### src/rtl/alarm_ctrl_fsm.sv
// alarm_ctrl_fsm
// Central alarm sequencer: DISARMED -> EXIT_DELAY -> ARMED -> ENTRY_DELAY
// -> ALARM, with second-resolution countdowns driven by a 1 Hz tick.
//
// Handshake/timing: every input is a level or one-cycle pulse sampled on
// the rising edge of i_clk. All outputs are registered, so an input sampled
// at edge N shows up on the outputs just after edge N. There is no
// back-pressure; pulses are consumed in the cycle they are seen.
//
// Ports:
//   i_clk        system clock
//   i_rst        synchronous reset, active-high
//   i_tick       one-cycle pulse, once per second
//   i_arm        one-cycle arm request
//   i_disarm     one-cycle disarm (code already validated upstream)
//   i_panic      one-cycle panic request
//   i_door       door sensor level, 1 = open
//   o_state      current state code (0..4), doubles as FSM debug output
//   o_countdown  remaining seconds of the running timer, 0 otherwise
//   o_siren      siren drive, high in ALARM
//   o_armed_led  armed indicator (blinks per tick during exit delay)
//   o_alarm_evt  one-cycle pulse on every entry into ALARM
module alarm_ctrl_fsm #(
  parameter int EXIT_DELAY_S  = 10,
  parameter int ENTRY_DELAY_S = 15,
  parameter int ALARM_TIME_S  = 180,
  parameter int CNT_W         = 8
) (
  input  logic             i_clk,
  input  logic             i_rst,
  input  logic             i_tick,
  input  logic             i_arm,
  input  logic             i_disarm,
  input  logic             i_panic,
  input  logic             i_door,
  output logic [2:0]       o_state,
  output logic [CNT_W-1:0] o_countdown,
  output logic             o_siren,
  output logic             o_armed_led,
  output logic             o_alarm_evt
);

  localparam logic [2:0] S_DISARMED    = 3'd0;
  localparam logic [2:0] S_EXIT_DELAY  = 3'd1;
  localparam logic [2:0] S_ARMED       = 3'd2;
  localparam logic [2:0] S_ENTRY_DELAY = 3'd3;
  localparam logic [2:0] S_ALARM       = 3'd4;

  localparam logic [CNT_W-1:0] EXIT_LOAD  = CNT_W'(EXIT_DELAY_S);
  localparam logic [CNT_W-1:0] ENTRY_LOAD = CNT_W'(ENTRY_DELAY_S);
  localparam logic [CNT_W-1:0] ALARM_LOAD = CNT_W'(ALARM_TIME_S);
  localparam logic [CNT_W-1:0] CNT_ONE    = CNT_W'(1);
  localparam logic [CNT_W-1:0] CNT_ZERO   = '0;

  logic [2:0]       state_q, state_d;
  logic [CNT_W-1:0] cnt_q, cnt_d;
  logic             led_q, led_d;
  logic             evt_q, evt_d;
  logic             siren_q;

  // A tick on a count of 1 (or, defensively, 0) expires the timer, so the
  // countdown can never wrap below zero.
  logic expire;
  assign expire = i_tick && (cnt_q <= CNT_ONE);

  always_comb begin
    state_d = state_q;
    cnt_d   = cnt_q;
    led_d   = led_q;
    evt_d   = 1'b0;
    if (state_q > S_ALARM) begin
      // Unreachable codes recover to DISARMED.
      state_d = S_DISARMED;
      cnt_d   = CNT_ZERO;
      led_d   = 1'b0;
    end else if (i_disarm) begin
      // Disarm dominates panic/arm; in DISARMED it simply holds the state.
      state_d = S_DISARMED;
      cnt_d   = CNT_ZERO;
      led_d   = 1'b0;
    end else if (i_panic) begin
      // Panic in ALARM only restarts the siren timer, no new event pulse.
      state_d = S_ALARM;
      cnt_d   = ALARM_LOAD;
      led_d   = 1'b1;
      evt_d   = (state_q != S_ALARM);
    end else begin
      case (state_q)
        S_DISARMED: begin
          cnt_d = CNT_ZERO;
          led_d = 1'b0;
          if (i_arm) begin
            state_d = S_EXIT_DELAY;
            cnt_d   = EXIT_LOAD;
            led_d   = 1'b1;
          end
        end
        S_EXIT_DELAY: begin
          if (expire) begin
            state_d = S_ARMED;
            cnt_d   = CNT_ZERO;
            led_d   = 1'b1;
          end else if (i_tick) begin
            cnt_d = cnt_q - CNT_ONE;
            led_d = ~led_q;
          end
        end
        S_ARMED: begin
          cnt_d = CNT_ZERO;
          led_d = 1'b1;
          if (i_door) begin
            state_d = S_ENTRY_DELAY;
            cnt_d   = ENTRY_LOAD;
          end
        end
        S_ENTRY_DELAY: begin
          led_d = 1'b1;
          if (expire) begin
            state_d = S_ALARM;
            cnt_d   = ALARM_LOAD;
            evt_d   = 1'b1;
          end else if (i_tick) begin
            cnt_d = cnt_q - CNT_ONE;
          end
        end
        S_ALARM: begin
          led_d = 1'b1;
          // Expiry returns to ARMED; an open door re-triggers entry delay
          // on the following cycle through the ARMED branch.
          if (expire) begin
            state_d = S_ARMED;
            cnt_d   = CNT_ZERO;
          end else if (i_tick) begin
            cnt_d = cnt_q - CNT_ONE;
          end
        end
        default: begin
          state_d = S_DISARMED;
          cnt_d   = CNT_ZERO;
          led_d   = 1'b0;
        end
      endcase
    end
  end

  always_ff @(posedge i_clk) begin
    if (i_rst) begin
      state_q <= S_DISARMED;
      cnt_q   <= CNT_ZERO;
      led_q   <= 1'b0;
      evt_q   <= 1'b0;
      siren_q <= 1'b0;
    end else begin
      state_q <= state_d;
      cnt_q   <= cnt_d;
      led_q   <= led_d;
      evt_q   <= evt_d;
      siren_q <= (state_d == S_ALARM);
    end
  end

  assign o_state     = state_q;
  assign o_countdown = cnt_q;
  assign o_siren     = siren_q;
  assign o_armed_led = led_q;
  assign o_alarm_evt = evt_q;

endmodule

### config.mk
export PLATFORM = sky130hd
export DESIGN_NAME = alarm_ctrl_fsm
export DESIGN_NICKNAME = d
export VERILOG_FILES = /design/src/rtl/alarm_ctrl_fsm.sv
export SDC_FILE = /design/constraint.sdc
export NUM_CORES = 1
export LEC_CHECK = 0
export CORE_MARGIN = 4
export CORE_UTILIZATION = 41
export CTS_CLUSTER_SIZE = 28
export DETAILED_ROUTE_END_ITERATION = 10
export GPL_TIMING_DRIVEN = 0
export PLACE_DENSITY = 0.7
export SETUP_SLACK_MARGIN = 0.15
export SKIP_CTS_REPAIR_TIMING = 1
export SLEW_MARGIN = 20
export SYNTH_ARGS = -nofsm -noshare
export SYNTH_HDL_FRONTEND = slang
export SYNTH_SLANG_ARGS = --single-unit
### constraint.sdc
create_clock -name i_clk -period 1.6 [get_ports i_clk]
set_input_delay 0.24 -clock i_clk [delete_from_list [all_inputs] [get_ports i_clk]]
set_output_delay 0.24 -clock i_clk [all_outputs]
set_load 0.005 [all_outputs]
# Word-level counts from Yosys, hierarchy flattened
# Index checks and enable logic that the tools add are counted.
totals:
  inputBits: 7
  output_inout_bits: 14
  register_bits: 14
  word_cells: 46
op_classes:
  n_reduce_logical: 6
  n_bitwise: 1
  n_addsub: 1
  n_eq_ne: 7
  order_cmp: 2
  n_mux: 23
ops:
  columns: ["op", "count"]
  rows:
  - ["8-bit two-way mux", 4]
  - ["8-bit case mux with 4 select lines", 1]
  - ["3-bit two-way mux", 7]
  - ["3-bit case mux with 4 select lines", 1]
  - ["8-bit by 1-bit less-or-equal comparator with 1-bit output, second input constant", 1]
  - ["4-bit two-way mux", 2]
  - ["8-bit by 1-bit subtractor with 8-bit output, second input constant", 1]
  - ["1-bit two-way mux", 7]
  - ["3-bit by 2-bit equality test with 1-bit output, second input constant", 2]
  - ["3-bit equality test, second input constant", 2]
  - ["3-bit OR reduction", 2]
  - ["4-bit inequality test, second input constant", 1]
  - ["4-bit OR reduction", 1]
  - ["3-bit by 1-bit equality test with 1-bit output, second input constant", 1]
  - ["3-bit > comparator, second input constant", 1]
  - ["3-bit logical NOT", 1]
  - ["3-bit inequality test, second input constant", 1]
  - ["1-bit case mux with 3 select lines", 1]
  - ["2-bit OR reduction", 1]
  - ["1-bit logical AND", 1]
  - ["1-bit inverter", 1]

# Longest topological paths before layout
# Gate-level depths: netlist (run 1).
logic_depth:
  ltp_word: 8
  mapped_depth: 8
  mapped_depth_nobuf: 7

# Worst setup path after synthesis (run 1)
# No wires, ideal clock.
synth_timing:
  path_type: "reg-to-reg"
  startpoint: "reg cnt_q[3], in the netlist o_countdown[3]"
  endpoint: "reg led_q, in the netlist o_armed_led"
  setup_slack_ps: -193
  arrival_time_ps: 1702
  synth_period_minus_slack_ps: 1793
  required_ps: 1509
  setup_ps: 91
  path_buffers: 0
  stages_incl_launch_ff: 6
  path_cell_list: "dfxtp_1 > or4b_4 > or4_4 > nand2_1 > nand2_1 > a311oi_1"
synth_via:
  elab_chain_len: 5
  elab_cells_between_ends: 6
  cone_classes: "order compare (1); eq/ne (1); mux (3); reduce/logical (1)"
synth_rtl:
  columns: ["element", "line_no", "text"]
  rows:
  - ["start, declared", "56", "logic [CNT_W-1:0] cnt_q, cnt_d;"]
  - ["start signal, assigned", "155", "cnt_q <= cnt_d;"]
  - ["8-bit by 1-bit less-or-equal comparator with 1-bit output (*)", "64", "assign expire = i_tick && (cnt_q <= CNT_ONE);"]
  - ["1-bit logical AND (*)", "64", null]
  - ["1-bit two-way mux", "99", "if (expire) begin"]
  - ["1-bit case mux with 3 select lines", "88", "case (state_q)"]
  - ["1-bit two-way mux", "81", "end else if (i_panic) begin"]
  - ["end signal, assigned", "156", "led_q <= led_d;"]
  - ["end, declared", "57", "logic led_q, led_d;"]
# Every way passes the cells marked *; elsewhere a longest branch is shown, timed or not.
# A chain may end at the register's enable or synchronous reset.

# Worst setup path after layout (run 1)
layout_timing:
  startpoint: "reg cnt_q[4], in the netlist o_countdown[4]"
  endpoint: "reg led_q, in the netlist o_armed_led"
# Same word-level chain as after synthesis.

==> results of run 1 <==
==> metrics by stage <==
stage | util (%) | power (uW) | cell area, sq um | setup TNS, ns | hold WS [ns]
floorplan | - | 469 | 787 | -0.462 | 0.317
global placement | 57.8 | 527 | 1010 | -2.29 | 0.547
detailed placement | 57.8 | 528 | 1010 | -2.77 | 0.555
CTS | 59.9 | 784 | 1040 | -2.83 | 0.257
global route | 69.9 | 865 | 1220 | -1.68 | 0.276
finish | 69.9 | 828 | 1220 | -1.04 | 0.261
==> cell families (layout without fill, tap and decap cells) <==
group	Yosys count	in the layout	synth area share [%]
xor+xnor	6	6	6.84
flops	14	14	36.5
compound gates	29	29	21.7
simple gates	36	36	26.7
buf+inv	8	37	5.05
fa+ha+maj	2	2	3.26
==> registers in the layout, summed over array words and instances, names as in the netlist <==
| register | flops |
|---|---|
| o_countdown | 8 |
| o_state | 3 |
| o_alarm_evt | 1 |
| o_armed_led | 1 |
| o_siren | 1 |
==> layout make-up <==
cell class	count	area (sq um)
multi-input cells	73	568
clock buffers	4	36.3
well taps	25	31.3
inverters	4	15.0
flip-flops and latches	14	300
plain buffers	4	31.3
fillers	147	526
repair buffers	25	238
==> power breakdown <==
group	internal [uW]	switching [uW]	total [uW]	leakage, uW
Sequential	359	15.8	375	0.000120
Combinational	101	92.9	194	0.000321
Clock	139	121	259	0.0000210
Total	599	229	828	0.000462
==> layer usage <==
metal	up-vias	wire length, microns	GRT usage (%)
met5	-	0	0
li1	403	-	-
met4	0	32	5.24
met2	25	1010	25.1
met1	379	894	19.3
met3	5	90	1.75
==> cells in the mapped netlist, drive strengths merged (2+ instances only) <==
cell    number  area [sq um]
nor3         3          15.0
nor4         2          12.5
a31oi        2          12.5
nor4b        2          17.5
nand2       10          37.5
xnor2        3          26.3
clkbuf       2          7.51
a21oi        9          45.0
o21ai       11          55.1
xor2         3          26.3
a22oi        2          15.0
inv          4          15.0
ha           2          25.0
nor3b        2          15.0
buf          2          16.3
nor2         7          26.3
nand3        2          10.0
dfxtp       14           280
==> how the worst min path moves through the flow <==
stage | from | endpoint | slack [ns] | cells after the start
after detailed placement | i_tick | o_countdown[0] | 0.55 | 3
final | i_tick | o_countdown[0] | 0.26 | 3
after global routing | i_tick | o_countdown[0] | 0.28 | 3
after floorplan | i_disarm | o_alarm_evt | 0.32 | 1
after CTS | i_tick | o_countdown[0] | 0.26 | 3
after global placement | i_tick | o_countdown[0] | 0.55 | 3
==> placed cells by master, fill, tap and decap left out, types with 2 or more instances in the layout <==
cell             Yosys  routed
buf_6                1       2
xor2_1               3       3
o21ai_1              0       2
a22oi_1              2       2
o21ai_0             11       5
clkdlybuf4s50_1      0      18
buf_4                0       6
dfxtp_2              0       7
dfxtp_4              0       3
nand2_1             10       8
a21oi_1              9       9
inv_1                4       4
nor4b_1              2       2
nor3_2               0       2
a31oi_1              2       2
nand2_2              0       2
xnor2_1              3       3
o21ai_2              0       3
nor2_1               7       7
clkbuf_4             0       3
dfxtp_1             14       4
==> worst max-delay path, stage by stage (launching register included) <==
cell      delay, ns
dfxtp_2        0.34
or4b_4         0.58
or4_4          0.46
nand2_2        0.08
nand2_2        0.05
a311oi_2       0.20
==> results.yml, run 1 <==
routing:
  first_pass_iters: 4
  drt-total-wl_mm: 2.03
  routed-via-count: 812
  routed_via_density: 5.45
  postRouteAntennaNets: 0
  drt_iter0_markers: 28
  drc: 0
  avgRoutedWirePerCell_microns: 13.6
critical_path:
  cp-startpoint: "o_countdown[4]"
  r2r_start: "o_countdown[4]"
  rrSetupSlack_ns: -0.19
  critPathKind: "flop to flop"
  setup.worst_path.end_class: "flop"
  worst_r2r_path_depth: 5
  r2r_end: "o_armed_led"
  critPathArrivalTime_ns: 1.99
  crit_path_start_kind: "flop"
  crit_fanout: 4
  crit_path_end: "o_armed_led"
  crit_required_ns: 1.80
floorplan:
  die-area_sq_um: 2630
  initial_utilization_pct: 44.0
  rows: 15
  fp.dieW_microns: 51.3
  core_sq_um: 1750
  die_h_microns: 51.3
  ios: 21
min_path:
  hp-class: "input pin to flop"
global_route:
  grt_pass1_wl_mm: 2.99
  grt-ovfl-total: 0
  grt_use_total_pct: 14.8
  grt_pass1_vias: 701
  grt_max_degree: 11
  antenna_found_initial: 0
sta:
  min_period_over_period_pct: 112
  max_slew_margin_pct: 74.4
  finalCriticalPeriod_ns: 1.79
  hold_violations: 0
  tightest_slew_ns: 0.379
  setup_violations: 9
  fin_ws_ns: -0.191
  finClkSkew_ns: 0.00277
  rsz0062_at_grt: "true"
  timing.fmax_mhz: 558
  finalMaxSlewViolations: 0
pwr:
  power.leakage_uw: 0.000462
  peakVddDrop_uv: 477
  power_density_nw_per_um2: 679
cts:
  clockRootBuffer: "clkbuf_4"
  clk_pin_slew_ns: 0.09
  cts_buffers: 3
  cts_buffer_depth: 2
  cts_sinks: 14
  tritoncts: "built"
  htree_num_levels: 1
  clock_latency_ns: 0.28
yosys:
  syn_avg_cell_area_sq_um: 8.09
  synth_flop_cell: "dfxtp_1"
  synth_cell_types: 32
  ys_ff_latch: 14
  postSynth.asyncResetShare_pct: 0
  synth_edf_count: 0
  ys_seq_area_share_pct: 36.5
  syn-num-nets: 104
  synth_area_sq_um: 768
  ys_warn_count: 0
  synthCells: 95
placement:
  dp_hpwl_mm: 1.40
  port-buffer-count: 19
  dp.cells: 139
  gp_congestion: 0.814
  dpl_worst_slack_ns: -0.267
final_layout:
  final_nets: 134
  syn2layout_area_growth_pct: 58.8
  drive_above_1_share_pct: 34.7
  n_antenna_cell: 0
  layout.cells.non_filler: 149
flow_run:
  timing.max_cap.violations: 0
run_status:
  outcome: "finished, violations left"
  violations: "negative setup slack"
Note: power is estimated with default switching activity, not from simulation.
==> run 2: changes to the inputs <==
--- a/config.mk
+++ b/config.mk
@@ -7,6 +7,7 @@
 export LEC_CHECK = 0
 export CORE_MARGIN = 4
 export CORE_UTILIZATION = 41
+export CTS_CLUSTER_DIAMETER = 80
 export CTS_CLUSTER_SIZE = 28
 export DETAILED_ROUTE_END_ITERATION = 10
 export GPL_TIMING_DRIVEN = 0
==> results of run 2 <==
Final layout, timing and power as in run 1 (identical DEF).
==> variant 1, RTL diff (settings of run 1) <==
Register the input `i_tick` before use, without a reset. The logic sees it one clock later. The other inputs are not delayed to match. Comments in the files are not updated.
--- a/src/rtl/alarm_ctrl_fsm.sv
+++ b/src/rtl/alarm_ctrl_fsm.sv
@@ -52,6 +52,12 @@
   localparam logic [CNT_W-1:0] CNT_ONE    = CNT_W'(1);
   localparam logic [CNT_W-1:0] CNT_ZERO   = '0;
 
+  logic i_tick_q;
+
+  always_ff @(posedge i_clk) begin
+    i_tick_q <= i_tick;
+  end
+
   logic [2:0]       state_q, state_d;
   logic [CNT_W-1:0] cnt_q, cnt_d;
   logic             led_q, led_d;
@@ -61,7 +67,7 @@
   // A tick on a count of 1 (or, defensively, 0) expires the timer, so the
   // countdown can never wrap below zero.
   logic expire;
-  assign expire = i_tick && (cnt_q <= CNT_ONE);
+  assign expire = i_tick_q && (cnt_q <= CNT_ONE);
 
   always_comb begin
     state_d = state_q;
@@ -100,7 +106,7 @@
             state_d = S_ARMED;
             cnt_d   = CNT_ZERO;
             led_d   = 1'b1;
-          end else if (i_tick) begin
+          end else if (i_tick_q) begin
             cnt_d = cnt_q - CNT_ONE;
             led_d = ~led_q;
           end
@@ -119,7 +125,7 @@
             state_d = S_ALARM;
             cnt_d   = ALARM_LOAD;
             evt_d   = 1'b1;
-          end else if (i_tick) begin
+          end else if (i_tick_q) begin
             cnt_d = cnt_q - CNT_ONE;
           end
         end
@@ -130,7 +136,7 @@
           if (expire) begin
             state_d = S_ARMED;
             cnt_d   = CNT_ZERO;
-          end else if (i_tick) begin
+          end else if (i_tick_q) begin
             cnt_d = cnt_q - CNT_ONE;
           end
         end
Behaviour: not the same (a bounded check fails within 4 cycles, from zero or initial values and one cycle with i_rst high).
==> variant 1 against run 1 <==
The run still ends with negative setup slack left. First-iteration DRC count decreased by 14%. Area after synthesis grew 14%. Wire length is 48% higher. Sequential cell count rose by 1. Final area up 26%. Worst setup slack worse by 34 ps. Via count up 28%. Total power is 11% higher. Critical endpoint is now o_countdown[2]. Highest routed layer unchanged.
==> variant 1: results (changes against run 1) <==
Mapped Nets=114 (was 104); worst r2r dst=o_countdown[2] (was o_armed_led); part of the Yosys area used for sequential elements=0.344 (was 0.365); hpwl dp=1650 um (was 1400 um); Cell variety after synth=43 (was 32); Final Wtd Congestion=0.828 (was 0.814); top cells by count, synth=dfxtp_1 (15), nor2_1 (10), nand2_1 (7), nor3_1 (6) (was dfxtp_1 (14), o21ai_0 (11), nand2_1 (10), a21oi_1 (9), nor2_1 (7)); placed insts=152 (was 139); nets=160 (was 134); WL/cell=17.0 um (was 13.6 um); worst r2r src=o_countdown[3] (was o_countdown[4]); vias in the first global route=783 (was 701); DP Area=1110 um2 (was 1010 um2); worst hold path depth=1 (was 3); final worst slack=-225 ps (was -191 ps); Tot GR Track Use=0.172 (was 0.148); Worst Path Arrival=2030 ps (was 1990 ps); met3 wire length=225 um (was 90 um); ranking of synthesized cells by area=dfxtp_1 (34%), nor2_1 (4.3%), xnor2_1 (4.0%) (was dfxtp_1 (36%), o21ai_0 (7.2%), a21oi_1 (5.9%)); Detailed Route WL=3010 um (was 2030 um); Final Setup Violations=10 (was 9); Pleak=0.711 nW (was 0.462 nW); Setup Skew=12.1 ps (was 2.77 ps); depth of the worst register-to-register path=4 (was 5); hold path endpoint=i_tick_q (was o_countdown[0]); DR iter-0 viols=24 (was 28); status=complete, but fails checks (unchanged); routed length on met1=1310 um (was 894 um); worst skew pair latency=300 ps (was 280 ps); switching power=294 uW (was 229 uW); first-pass GRT wire length=3590 um (was 2990 um); failing checks=negative setup slack (unchanged); slowest stage delay, CP=560 ps (was 580 ps); number of buffers added on ports=20 (was 19); Post-Place Worst Slack=-314 ps (was -267 ps); Least-Margin Pin Slew=418 ps (was 379 ps); Mapped Avg Cell Area=8.32 um2 (was 8.09 um2); Root Driver=clkbuf_4 (unchanged); Fillers=118 (was 147)
==> variant 1: area by class of cell <==
cell class | instances | area (um2) | share of cell area
Buffer | 4 | 32.5 | 0.0212
Clock buffer | 3 | 22.5 | 0.0147
Clock inverter | 1 | 5.00 | 0.00326
Inverter | 4 | 15.0 | 0.00977
Multi-Input combinational cell | 82 | 708 | 0.461
Sequential cell | 15 | 334 | 0.217
Tap cell | 27 | 33.8 | 0.0220
Timing Repair Buffer | 41 | 385 | 0.251
==> variant 1: metal layers <==
metal | global-route usage | vias to the layer above
li1 | - | 485
met1 | 0.231 | 494
met2 | 0.257 | 50
met3 | 0.0582 | 13
met4 | 0.0498 | 0
met5 | 0 | -
==> variant 1: how the worst max path moves through the flow <==
stage,from,endpoint,slack [ps]
3_5_place_dp,i_disarm,o_state[0],-310
5_1_grt,i_tick_q,o_countdown[2],-260
4_1_cts,i_tick_q,o_countdown[2],-230
6_report,o_countdown[3],o_countdown[2],-220
3_3_place_gp,i_disarm,o_state[0],-330
2_1_floorplan,i_tick_q,o_countdown[2],-140
==> variant 1: worst max-delay path, delay by kind of cell (launching register included) <==
family,cells,cell delay [ps]
AO/OA/AOI/OAI,3,790
AND/OR/NAND/NOR,1,560
flip-flops,1,380
==> variant 1: per-stage QoR <==
stage | setup TNS (ps) | util | total power, mW
after floorplan | -141 | - | 0.521
after global placement | -1510 | 0.557 | 0.586
after detailed placement | -1600 | 0.557 | 0.587
after CTS | -1650 | 0.571 | 0.814
after global routing | -1800 | 0.768 | 0.964
final | -1300 | 0.768 | 0.918
==> variant 1: power groups by stage <==
stage | combinational, mW | clock (mW) | sequential (mW)
after floorplan | 0.109 | 0 | 0.412
after global placement | 0.174 | 0 | 0.412
after detailed placement | 0.174 | 0 | 0.413
after CTS | 0.176 | 0.235 | 0.404
after global routing | 0.305 | 0.260 | 0.398
final | 0.286 | 0.236 | 0.396
==> variant 1: cell families (layout without fill, tap and decap cells) <==
group,count (synthesis),in the layout,share of synthesized area
buffers and inverters,8,53,0.0387
AOI/OAI and AO/OA,29,29,0.234
adders and majority gates,2,2,0.0286
DFF,15,15,0.344
and+or+nand+nor,45,45,0.295
xor gates and xnor gates,6,6,0.0602
==> variant 2, RTL diff (flow settings as in run 1) <==
Made on the original files. `ALARM_TIME_S`: 180 -> 135.
--- a/src/rtl/alarm_ctrl_fsm.sv
+++ b/src/rtl/alarm_ctrl_fsm.sv
@@ -23,7 +23,7 @@
 module alarm_ctrl_fsm #(
   parameter int EXIT_DELAY_S  = 10,
   parameter int ENTRY_DELAY_S = 15,
-  parameter int ALARM_TIME_S  = 180,
+  parameter int ALARM_TIME_S  = 135,
   parameter int CNT_W         = 8
 ) (
   input  logic             i_clk,
Function: changed (Yosys sat finds a counterexample within 4 cycles, from zero or initial values and one cycle with i_rst high).
==> variant 2 against run 1 <==
The run still ends with negative setup slack left. Cell count rose by 9.4%. Wire length rose by 5.2%. Final area rose by 1.8%. Area after synthesis rose by 8.8%. Total power rose by 7.6%. Sequential cell count did not move. Maximum frequency fell by 7.0%. Worst setup slack got worse by 130 ps. Critical path type unchanged. Largest cell class unchanged. Highest routed layer unchanged.
==> variant 2: results (changes against run 1) <==
Pleak=0.519 nW (was 0.462 nW); Cell variety after synth=34 (was 32); Final Setup Violations=14 (was 9); Mapped Nets=111 (was 104); slowest stage delay, CP=540 ps (was 580 ps); Syn Inst Count=102 (was 95); hpwl dp=1400 um (about the same); layout cells sized above 1=0.265 (was 0.347); failing checks=negative setup slack (unchanged); clk cell area share=0.0292 (was 0.0297); Final Wtd Congestion=0.888 (was 0.814); Critical Path Start=o_countdown[3] (was o_countdown[4]); met2 Track Usage GR=0.242 (was 0.251); first-pass GRT wire length=3290 um (was 2990 um); #MultiIn Comb=79 (was 73); Least-Margin Pin Slew=732 ps (was 379 ps); setup_tns=-3780 ps (was -1040 ps); sequential cells=14 (unchanged); hold_ws=354 ps (was 261 ps); status=complete, but fails checks (unchanged); worst hold path depth=4 (was 3); nets=146 (was 134); depth of the worst register-to-register path=5 (unchanged); hold path endpoint=o_countdown[1] (was o_countdown[0]); final worst slack=-326 ps (was -191 ps); DR iter-0 viols=33 (was 28); vias in the first global route=754 (was 701); part of the Yosys area used for sequential elements=0.335 (was 0.365); Pint=634 uW (was 599 uW); post-route insts no fill=163 (was 149); global routing usage on met1=0.220 (was 0.193); Logic power comb=258 uW (was 194 uW); Detailed Route WL=2140 um (was 2030 um); Final non-clock buffer share=0.251 (was 0.221); design area=1240 um2 (was 1220 um2); top cells by count, synth=dfxtp_1 (14), nor2_1 (14), nand2_1 (7), a21oi_1 (5) (was dfxtp_1 (14), o21ai_0 (11), nand2_1 (10), a21oi_1 (9), nor2_1 (7)); Setup Skew=2.20 ps (was 2.77 ps); Non-Clock Buffer Count=35 (was 29); area of the multi-input gates=543 um2 (was 568 um2); worst r2r dst=o_countdown[3] (was o_armed_led); M3 GR Usage=0.0254 (was 0.0175); worst-path fanout max=6 (was 4); Power Density=717 nW/um2 (was 679 nW/um2); VDD IR max=0.470 mV (was 0.477 mV); vias per cell=5.39 (was 5.45); Fillers=173 (was 147); DP Area=1060 um2 (was 1010 um2); ranking of synthesized cells by area=dfxtp_1 (34%), nor2_1 (6.3%), xnor2_1 (4.2%) (was dfxtp_1 (36%), o21ai_0 (7.2%), a21oi_1 (5.9%)); sequential share of power=0.418 (was 0.453); Tot GR Track Use=0.159 (was 0.148)
-- variant 2: cell count changes in the layout (fill, tap and decap cells not counted), moves of 3 or more --
cell / before / now
buf_4: 6 / 11
nor2_1: 7 / 14
o21ai_0: 5 / 1
a21oi_1: 9 / 4
nor3_1: 1 / 4
dfxtp_2: 7 / 3
nand2b_1: 0 / 3
o21ai_2: 3 / 0
o21ai_1: 2 / 5
-- variant 2: cell families (layout without fill, tap and decap cells) --
family,Yosys count,after routing,share of synthesized area
simple gates,42,42,0.272
fa+ha+maj,2,2,0.0299
compound gates,25,25,0.193
buf+inv,9,43,0.0584
mux,3,3,0.0374
flops,14,14,0.335
xor+xnor,7,7,0.0734
-- variant 2: layer usage --
| layer | part of all wire | wire length [um] |
|---|---|---|
| met1 | 0.47 | 998 |
| met2 | 0.46 | 975 |
| met3 | 0.062 | 133 |
| met4 | 0.013 | 28 |
| met5 | 0 | 0 |
